[src/rtl/approx_mul_err_monitor_if.sv]
// ---------------------------------------------------------------------------
// approx_mul_err_monitor_if
//
// Sample bus between an approximate 8x8 multiplier tap and the error monitor.
//   in_valid : a sample is present on a / b / prod8
//   in_ready : the monitor takes the sample this cycle
//   a, b     : multiplier operands (unsigned 8-bit)
//   prod8    : approximate product under test (16-bit)
// Modports: master drives the sample, slave (the monitor) returns in_ready.
// ---------------------------------------------------------------------------
interface approx_mul_err_monitor_if;
  logic        in_valid;
  logic        in_ready;
  logic [7:0]  a;
  logic [7:0]  b;
  logic [15:0] prod8;

  modport master (output in_valid, a, b, prod8, input in_ready);
  modport slave  (input in_valid, a, b, prod8, output in_ready);
endinterface

[src/rtl/approx_mul_err_monitor.sv]
// ---------------------------------------------------------------------------
// approx_mul_err_monitor
//
// Characterises an approximate 8x8 multiplier. Each accepted sample has its
// exact product recomputed, the error distance ED = |a*b - prod8| derived, and
// the run statistics (error count, saturating ED sum, maximum ED) updated.
// A run covers N_SAMPLES accepted samples; statistics hold in DONE.
//
// Parameters:
//   N_SAMPLES : samples per run (1..65535)
//   ACC_W     : width of the saturating ED sum (8..48)
//
// Ports:
//   clk, rst_n : clock (rising edge), asynchronous active-low reset
//   start      : begin a new run; honoured only in IDLE or DONE
//   smp        : sample bus (slave modport: in_valid, a, b, prod8 in; in_ready out)
//   busy       : high while running or draining the pipeline
//   done       : high in DONE, statistics stable
//   err_cnt    : samples with ED != 0
//   sum_ed     : saturating sum of ED
//   max_ed     : maximum ED of the run
//   sample_cnt : samples accepted this run
//   sum_sq_ed  : saturating sum of ED*ED (only with ERR_MON_SQ_EN defined)
//
// Optional feature macro: ERR_MON_SQ_EN adds the ED-squared accumulator.
//
// Pipeline: accept edge registers exact product; next edge registers ED;
// the edge after that folds ED into the statistics.
// ---------------------------------------------------------------------------
module approx_mul_err_monitor #(
  parameter int unsigned N_SAMPLES = 256,
  parameter int unsigned ACC_W     = 32
) (
  input  logic                    clk,
  input  logic                    rst_n,
  input  logic                    start,
  approx_mul_err_monitor_if.slave smp,
  output logic                    busy,
  output logic                    done,
  output logic [15:0]             err_cnt,
  output logic [ACC_W-1:0]        sum_ed,
  output logic [15:0]             max_ed,
  output logic [15:0]             sample_cnt
`ifdef ERR_MON_SQ_EN
  ,
  output logic [ACC_W+15:0]       sum_sq_ed
`endif
);

  localparam logic [1:0] S_IDLE  = 2'd0;
  localparam logic [1:0] S_RUN   = 2'd1;
  localparam logic [1:0] S_DRAIN = 2'd2;
  localparam logic [1:0] S_DONE  = 2'd3;

  localparam logic [15:0] LAST_IDX = 16'(N_SAMPLES - 1);

  // Sum is formed one bit wider than both operands so overflow is visible.
  localparam int SUM_W = ((ACC_W > 16) ? ACC_W : 16) + 1;
  localparam logic [SUM_W-1:0] SUM_MAX = (SUM_W'(1) << ACC_W) - SUM_W'(1);

  logic [1:0]        state;
  logic [1:0]        state_nxt;
  logic              accept;
  logic              last_accept;
  logic              run_entry;

  // Stage 1 / stage 2 pipeline registers
  logic              v1;
  logic [15:0]       exact1;
  logic [15:0]       prod1;
  logic              v2;
  logic [15:0]       ed2;
  logic              nz2;

  logic signed [16:0] diff;
  logic [15:0]        ed;
  logic [SUM_W-1:0]   sum_ext;

`ifdef ERR_MON_SQ_EN
  localparam int SQ_W = ((ACC_W + 16 > 32) ? ACC_W + 16 : 32) + 1;
  localparam logic [SQ_W-1:0] SQ_MAX = (SQ_W'(1) << (ACC_W + 16)) - SQ_W'(1);
  logic [31:0]     sq2;
  logic [SQ_W-1:0] sq_ext;
`endif

  assign smp.in_ready = (state == S_RUN);
  assign busy         = (state == S_RUN) || (state == S_DRAIN);
  assign done         = (state == S_DONE);
  assign accept       = smp.in_valid && smp.in_ready;
  assign last_accept  = accept && (sample_cnt == LAST_IDX);
  assign run_entry    = start && ((state == S_IDLE) || (state == S_DONE));

  // NOTE: every signal assigned in always_comb gets a default first so no
  // path leaves it unassigned; otherwise synthesis infers a latch.
  always_comb begin
    state_nxt = state;
    case (state)
      S_IDLE:  if (start)       state_nxt = S_RUN;
      S_RUN:   if (last_accept) state_nxt = S_DRAIN;
      // Once v1 is empty nothing follows the sample in v2, and this edge
      // commits v2 while clearing it, so both valid bits are 0 on entry to DONE.
      S_DRAIN: if (!v1)         state_nxt = S_DONE;
      S_DONE:  if (start)       state_nxt = S_RUN;
      default:                  state_nxt = S_IDLE;
    endcase
  end

  // ED from a 17-bit signed difference; the magnitude always fits 16 bits.
  always_comb begin
    diff    = $signed({1'b0, exact1}) - $signed({1'b0, prod1});
    ed      = diff[16] ? 16'(-diff) : diff[15:0];
    sum_ext = SUM_W'(sum_ed) + SUM_W'(ed2);
`ifdef ERR_MON_SQ_EN
    sq_ext  = SQ_W'(sum_sq_ed) + SQ_W'(sq2);
`endif
  end

  // NOTE: state and pipeline registers use non-blocking assignments so every
  // flop samples the pre-edge values, regardless of statement order.
  always_ff @(posedge clk or negedge rst_n) begin
    if (!rst_n) begin
      state  <= S_IDLE;
      v1     <= 1'b0;
      exact1 <= 16'd0;
      prod1  <= 16'd0;
      v2     <= 1'b0;
      ed2    <= 16'd0;
      nz2    <= 1'b0;
`ifdef ERR_MON_SQ_EN
      sq2    <= 32'd0;
`endif
    end else begin
      state <= state_nxt;
      v1    <= accept;
      if (accept) begin
        exact1 <= {8'd0, smp.a} * {8'd0, smp.b};
        prod1  <= smp.prod8;
      end
      v2 <= v1;
      if (v1) begin
        ed2 <= ed;
        nz2 <= (ed != 16'd0);
`ifdef ERR_MON_SQ_EN
        sq2 <= {16'd0, ed} * {16'd0, ed};
`endif
      end
    end
  end

  // Statistics: cleared on the edge entering RUN, otherwise stage 3 of the
  // pipeline. v2 is always 0 in IDLE/DONE, so the clear never drops a sample.
  always_ff @(posedge clk or negedge rst_n) begin
    if (!rst_n) begin
      err_cnt    <= 16'd0;
      sum_ed     <= '0;
      max_ed     <= 16'd0;
      sample_cnt <= 16'd0;
`ifdef ERR_MON_SQ_EN
      sum_sq_ed  <= '0;
`endif
    end else if (run_entry) begin
      err_cnt    <= 16'd0;
      sum_ed     <= '0;
      max_ed     <= 16'd0;
      sample_cnt <= 16'd0;
`ifdef ERR_MON_SQ_EN
      sum_sq_ed  <= '0;
`endif
    end else begin
      if (accept) sample_cnt <= sample_cnt + 16'd1;
      if (v2) begin
        err_cnt <= err_cnt + {15'd0, nz2};
        // Saturate at all-ones; once there, the sum stays put.
        sum_ed  <= (sum_ext > SUM_MAX) ? '1 : sum_ext[ACC_W-1:0];
        if (ed2 > max_ed) max_ed <= ed2;
`ifdef ERR_MON_SQ_EN
        sum_sq_ed <= (sq_ext > SQ_MAX) ? '1 : sq_ext[ACC_W+15:0];
`endif
      end
    end
  end

endmodule

[src/flat_wrapper.sv]
// flat-port wrapper written by rule: the top's interface ports become plain ports
module approx_mul_err_monitor_flat 
#(
  parameter int unsigned N_SAMPLES = 256,
  parameter int unsigned ACC_W     = 32
)
  (clk, rst_n, start, busy, done, err_cnt, sum_ed, max_ed, sample_cnt, smp_in_valid, smp_a, smp_b, smp_prod8, smp_in_ready);
  approx_mul_err_monitor_if smp_i ();
  input  logic clk;
  input  logic rst_n;
  input  logic start;
  output logic busy;
  output logic done;
  output logic [15:0] err_cnt;
  output logic [ACC_W-1:0] sum_ed;
  output logic [15:0] max_ed;
  output logic [15:0] sample_cnt;
  input wire logic [$bits(smp_i.in_valid)-1:0] smp_in_valid;
  input wire logic [$bits(smp_i.a)-1:0] smp_a;
  input wire logic [$bits(smp_i.b)-1:0] smp_b;
  input wire logic [$bits(smp_i.prod8)-1:0] smp_prod8;
  output wire logic [$bits(smp_i.in_ready)-1:0] smp_in_ready;
  assign smp_i.in_valid = smp_in_valid;
  assign smp_i.a = smp_a;
  assign smp_i.b = smp_b;
  assign smp_i.prod8 = smp_prod8;
  assign smp_in_ready = smp_i.in_ready;
  approx_mul_err_monitor #(.N_SAMPLES(N_SAMPLES), .ACC_W(ACC_W)) u_core (.clk(clk), .rst_n(rst_n), .start(start), .smp(smp_i), .busy(busy), .done(done), .err_cnt(err_cnt), .sum_ed(sum_ed), .max_ed(max_ed), .sample_cnt(sample_cnt));
endmodule
[config.mk]
export PLATFORM = sky130hd
export DESIGN_NAME = approx_mul_err_monitor_flat
export DESIGN_NICKNAME = d
export VERILOG_FILES = /design/src/rtl/approx_mul_err_monitor_if.sv /design/src/rtl/approx_mul_err_monitor.sv /design/src/flat_wrapper.sv
export SDC_FILE = /design/constraint.sdc
export NUM_CORES = 1
export LEC_CHECK = 0
export ABC_AREA = 1
export BUFFER_PORTS_ARGS = -buffer_cell sky130_fd_sc_hd__buf_2
export CAP_MARGIN = 5
export CORE_AREA = 2 2 192 194
export DETAILED_ROUTE_END_ITERATION = 7
export DIE_AREA = 0 0 194 196
export PLACE_DENSITY = 0.52
export SLEW_MARGIN = 20
export SYNTH_ARGS = -nofsm -noshare
export SYNTH_HDL_FRONTEND = slang
export SYNTH_SLANG_ARGS = --single-unit
[constraint.sdc]
create_clock -name clk -period 6.4 [get_ports clk]
set_input_delay 0.96 -clock clk [delete_from_list [all_inputs] [get_ports clk]]
set_output_delay 0.96 -clock clk [all_outputs]
set_load 0.02 [all_outputs]
==> impl_metrics.xml <==
<?xml version="1.0" encoding="UTF-8"?>
<metrics>
  <group name="synthesis">
    <metric name="post-synth-top-area-cell" unit="">sky130_fd_sc_hd__dfrtp_1</metric>
    <metric name="yosys.area_share.xor_xnor" unit="%">2.211</metric>
    <metric name="synth_nets" unit="">1621</metric>
    <metric name="ys_top_cells_by_area" unit="">sky130_fd_sc_hd__dfrtp_1, sky130_fd_sc_hd__nand2_1, sky130_fd_sc_hd__ha_1, sky130_fd_sc_hd__inv_1, sky130_fd_sc_hd__fa_1</metric>
    <metric name="synth_compound_area_share" unit="%">13.11</metric>
    <metric name="yosysUniqueCellTypes" unit="">52</metric>
    <metric name="netlist_area" unit="mm^2">0.01070</metric>
    <metric name="synth.avg_cell_area" unit="um^2">7.357</metric>
    <metric name="synth.mux.area_fraction" unit="%">0.09358</metric>
    <metric name="synth-edff-count" unit="">0</metric>
    <metric name="synthFlopType" unit="">sky130_fd_sc_hd__dfrtp_1</metric>
    <metric name="synth.top_cells.by_count" unit="">sky130_fd_sc_hd__nand2_1, sky130_fd_sc_hd__inv_1, sky130_fd_sc_hd__dfrtp_1</metric>
    <metric name="post-synth-top-count-cell" unit="">sky130_fd_sc_hd__nand2_1</metric>
    <metric name="yosysTopAreaCellShare" unit="%">31.11</metric>
    <metric name="main_combinational_cell_family_by_area_after_synthesis" unit="">simple AND/OR/NAND/NOR gates</metric>
    <metric name="number_of_warnings_issued_by_yosys" unit="">0</metric>
    <metric name="postSynthRegisterBits" unit="">133</metric>
    <metric name="synth_area_in_simple_gates" unit="%">23.98</metric>
    <metric name="fraction_of_synthesis_flops_using_an_asynchronous_set_or_reset_pin" unit="%">100.0</metric>
    <metric name="synth_seq_area_share" unit="%">31.11</metric>
    <metric name="postSynthCellCount" unit="">1454</metric>
    <metric name="post_synth_fa_ha_maj_area_fraction" unit="%">17.99</metric>
  </group>
  <group name="pwr">
    <metric name="leak_pwr" unit="nW">6.807</metric>
    <metric name="power_per_cell_area" unit="mW/mm^2">504.5</metric>
    <metric name="p_total" unit="mW">6.249</metric>
    <metric name="ir_drop" unit="V">0.0002016</metric>
  </group>
  <group name="drt">
    <metric name="num_vias" unit="">9314</metric>
    <metric name="drt_wl_total" unit="um">27270</metric>
    <metric name="detail_route.vias_per_cell" unit="">4.570</metric>
    <metric name="route.detailed.drc" unit="">0</metric>
    <metric name="met2_length" unit="um">12760</metric>
    <metric name="wirelength_met1" unit="um">13190</metric>
    <metric name="firstDrtPassIters" unit="">5</metric>
    <metric name="ant_nets" unit="">0</metric>
    <metric name="routed_wire_length_per_instance" unit="um">13.38</metric>
    <metric name="drtIter0Drc" unit="">413</metric>
    <metric name="highest_layer" unit="">met4</metric>
    <metric name="met3WireLength" unit="um">938</metric>
  </group>
  <group name="clocking">
    <metric name="clock_path_buffers" unit="">2</metric>
    <metric name="clock_sinks" unit="">133</metric>
    <metric name="clk_pin_slew" unit="ps">60</metric>
    <metric name="cts_inserted_buffers" unit="">17</metric>
    <metric name="cts_tree" unit="">yes</metric>
    <metric name="ctsRootBufferMaster" unit="">sky130_fd_sc_hd__clkbuf_16</metric>
    <metric name="post_cts_resize_count" unit="">0</metric>
    <metric name="clk_latency" unit="ps">430</metric>
    <metric name="cts_hold_buffers" unit="">0</metric>
    <metric name="cts_htree_levels" unit="">4</metric>
    <metric name="post_cts_buffers" unit="">0</metric>
  </group>
  <group name="layout">
    <metric name="synthToLayoutAreaGrowth" unit="%">15.81</metric>
    <metric name="finalNonFillerCells" unit="">2038</metric>
    <metric name="design.final.nets" unit="">1724</metric>
    <metric name="final_core_util" unit="%">34.33</metric>
    <metric name="filler_cell_count" unit="">3852</metric>
    <metric name="antennaDiodeCount" unit="">0</metric>
    <metric name="post-route-cell-area" unit="mm^2">0.01239</metric>
    <metric name="layout-drive-gt1-share" unit="%">13.18</metric>
  </group>
  <group name="worst_setup_path">
    <metric name="timing.critical_path.required" unit="ps">6750</metric>
    <metric name="critPathMaxFanout" unit="">8</metric>
    <metric name="slowest_delay" unit="ps">550</metric>
    <metric name="timing.critical_path.arrival" unit="ps">5140</metric>
    <metric name="cp_cell_sequence" unit="">buf_2, nand2_1, fa_1, fa_1, inv_1, fa_1, inv_1, fa_1, inv_1, ha_1, a21oi_1, o21ai_0, a21oi_1, o21ai_0, a21oi_1, o21ai_0, or2_2, a31oi_1</metric>
    <metric name="setup.worst_path.class" unit="">in2reg</metric>
    <metric name="start_kind" unit="">input pin</metric>
    <metric name="crit_path_end_kind" unit="">flop</metric>
    <metric name="critical-path-slowest-cell" unit="">sky130_fd_sc_hd__fa_1</metric>
    <metric name="critical_path.most_common_cell" unit="">sky130_fd_sc_hd__fa_1</metric>
  </group>
  <group name="place">
    <metric name="worst_slack_at_placement" unit="ps">1154</metric>
    <metric name="placed_cells_incl_taps" unit="">2006</metric>
    <metric name="routability_congestion" unit="">0.8993</metric>
    <metric name="dpl-instance-area" unit="mm^2">0.01175</metric>
    <metric name="port-buffer-count" unit="">118</metric>
    <metric name="detailed_place_hpwl" unit="um">21380</metric>
  </group>
  <group name="timing">
    <metric name="setup_slack" unit="ps">1608</metric>
    <metric name="final_period_minus_worst_setup_slack" unit="ps">4792</metric>
    <metric name="pins_over_slew_limit" unit="">0</metric>
    <metric name="grt_setup_unrepaired" unit="">no</metric>
    <metric name="final-setup-viol-count" unit="">0</metric>
    <metric name="fin_tns_setup" unit="ps">0</metric>
    <metric name="post-route-period-util" unit="%">74.87</metric>
    <metric name="tightestPinTransition" unit="ps">805.1</metric>
    <metric name="timing.fmax" unit="MHz">208.7</metric>
    <metric name="final-hold-violation-count" unit="">0</metric>
    <metric name="slew-limit-headroom" unit="%">46.33</metric>
    <metric name="fin_worst_skew" unit="ps">9.025</metric>
    <metric name="fin_hold_ws" unit="ps">484.9</metric>
  </group>
  <group name="global_routing">
    <metric name="grt_antenna_before_repair" unit="">0</metric>
    <metric name="number_of_global_route_vias_before_repair" unit="">9081</metric>
    <metric name="grt_pass1_wl" unit="um">45750</metric>
    <metric name="largest_net_degree_at_the_start_of_global_routing" unit="">85</metric>
    <metric name="grt.overflow.total" unit="">0</metric>
    <metric name="grt_util_all_layers" unit="%">14.72</metric>
  </group>
  <group name="status">
    <metric name="outcome" unit="">finished clean</metric>
  </group>
  <group name="floorplan">
    <metric name="io_pins" unit="">119</metric>
    <metric name="rows" unit="">70</metric>
    <metric name="fp.coreArea" unit="mm^2">0.03608</metric>
    <metric name="horizontal_die_dimension" unit="um">194</metric>
    <metric name="initial_core_util" unit="%">29.64</metric>
    <metric name="fp.dieArea" unit="mm^2">0.03802</metric>
    <metric name="die_height" unit="um">196</metric>
  </group>
  <group name="min_path">
    <metric name="worstHoldPathType" unit="">reg2reg</metric>
  </group>
  <group name="flow_run">
    <metric name="max_cap_violations" unit="">0</metric>
  </group>
</metrics>
power by group:
group          total, mW  internal [mW]  switching (mW)
clock network       1.08          0.673           0.406
registers           1.32           1.11           0.214
logic               3.85           1.36            2.49
registers in the layout, indices dropped and copies added (netlist names):
name and flops:
u_core.v1 1, u_core.exact1 16, u_core.nz2 1, u_core.v2 1
u_core.sum_ed 32, u_core.max_ed 16, u_core.prod1 16, u_core.err_cnt 16
u_core.state 2, u_core.sample_cnt 16, u_core.ed2 16
cells by family (layout without fill, tap and decap cells):
| group | after synthesis | after routing |
|---|---|---|
| simple gates | 595 | 595 |
| buf+inv | 320 | 436 |
| compound gates | 247 | 247 |
| flops | 133 | 133 |
| fa+ha+maj | 131 | 131 |
| xor+xnor | 27 | 27 |
| mux | 1 | 1 |
path summary, 6_finish.rpt:
path	from	to	slack (ps)	depth (start not counted)
setup / recovery	smp_a[0]	u_core.exact1[14]	1610	18
hold / removal	u_core.err_cnt[15]	u_core.err_cnt[15]	480	1
setup reg to reg	u_core.exact1[0]	u_core.nz2	3380	19
hold reg to reg	u_core.err_cnt[15]	u_core.err_cnt[15]	480	1
max in group asynchronous	rst_n	u_core.max_ed[10]	4600	2
min in group asynchronous	rst_n	u_core.sum_ed[5]	570	1
cell usage in the layout, fill, tap and decap left out, types with 38 or more instances in the layout:
cell                        n
sky130_fd_sc_hd__inv_1    272
sky130_fd_sc_hd__ha_1      93
sky130_fd_sc_hd__fa_1      38
sky130_fd_sc_hd__nor2_1    80
sky130_fd_sc_hd__nand3_1   76
sky130_fd_sc_hd__nand2_1  356
sky130_fd_sc_hd__dfrtp_1  133
sky130_fd_sc_hd__a21oi_1   86
sky130_fd_sc_hd__buf_2    117
sky130_fd_sc_hd__o21ai_0  100
worst max-delay path: cells and delay by family:
kind | cells | cell delay, ps
adders and majority gates | 5 | 2480
buffers and inverters | 4 | 330
and+or+nand+nor | 2 | 390
AOI/OAI and AO/OA | 7 | 990
layout make-up:
| class | count | area, um^2 | area share [%] |
|---|---|---|---|
| repair buffers | 125 | 649.4 | 5.242 |
| clock inverters | 12 | 177.7 | 1.434 |
| flip-flops and latches | 133 | 3328 | 26.87 |
| multi-input cells | 1001 | 6141 | 49.57 |
| clock buffers | 20 | 456.7 | 3.687 |
| inverters | 279 | 1050 | 8.474 |
| well taps | 468 | 585.6 | 4.727 |
layer usage:
metal | up-vias | track usage, %
met4 | 0 | 4.097
met2 | 153 | 24.71
met1 | 4294 | 19.66
met5 | - | 0
met3 | 27 | 2.304
li1 | 4840 | -
No activity file was read; power rests on OpenSTA's default activity.
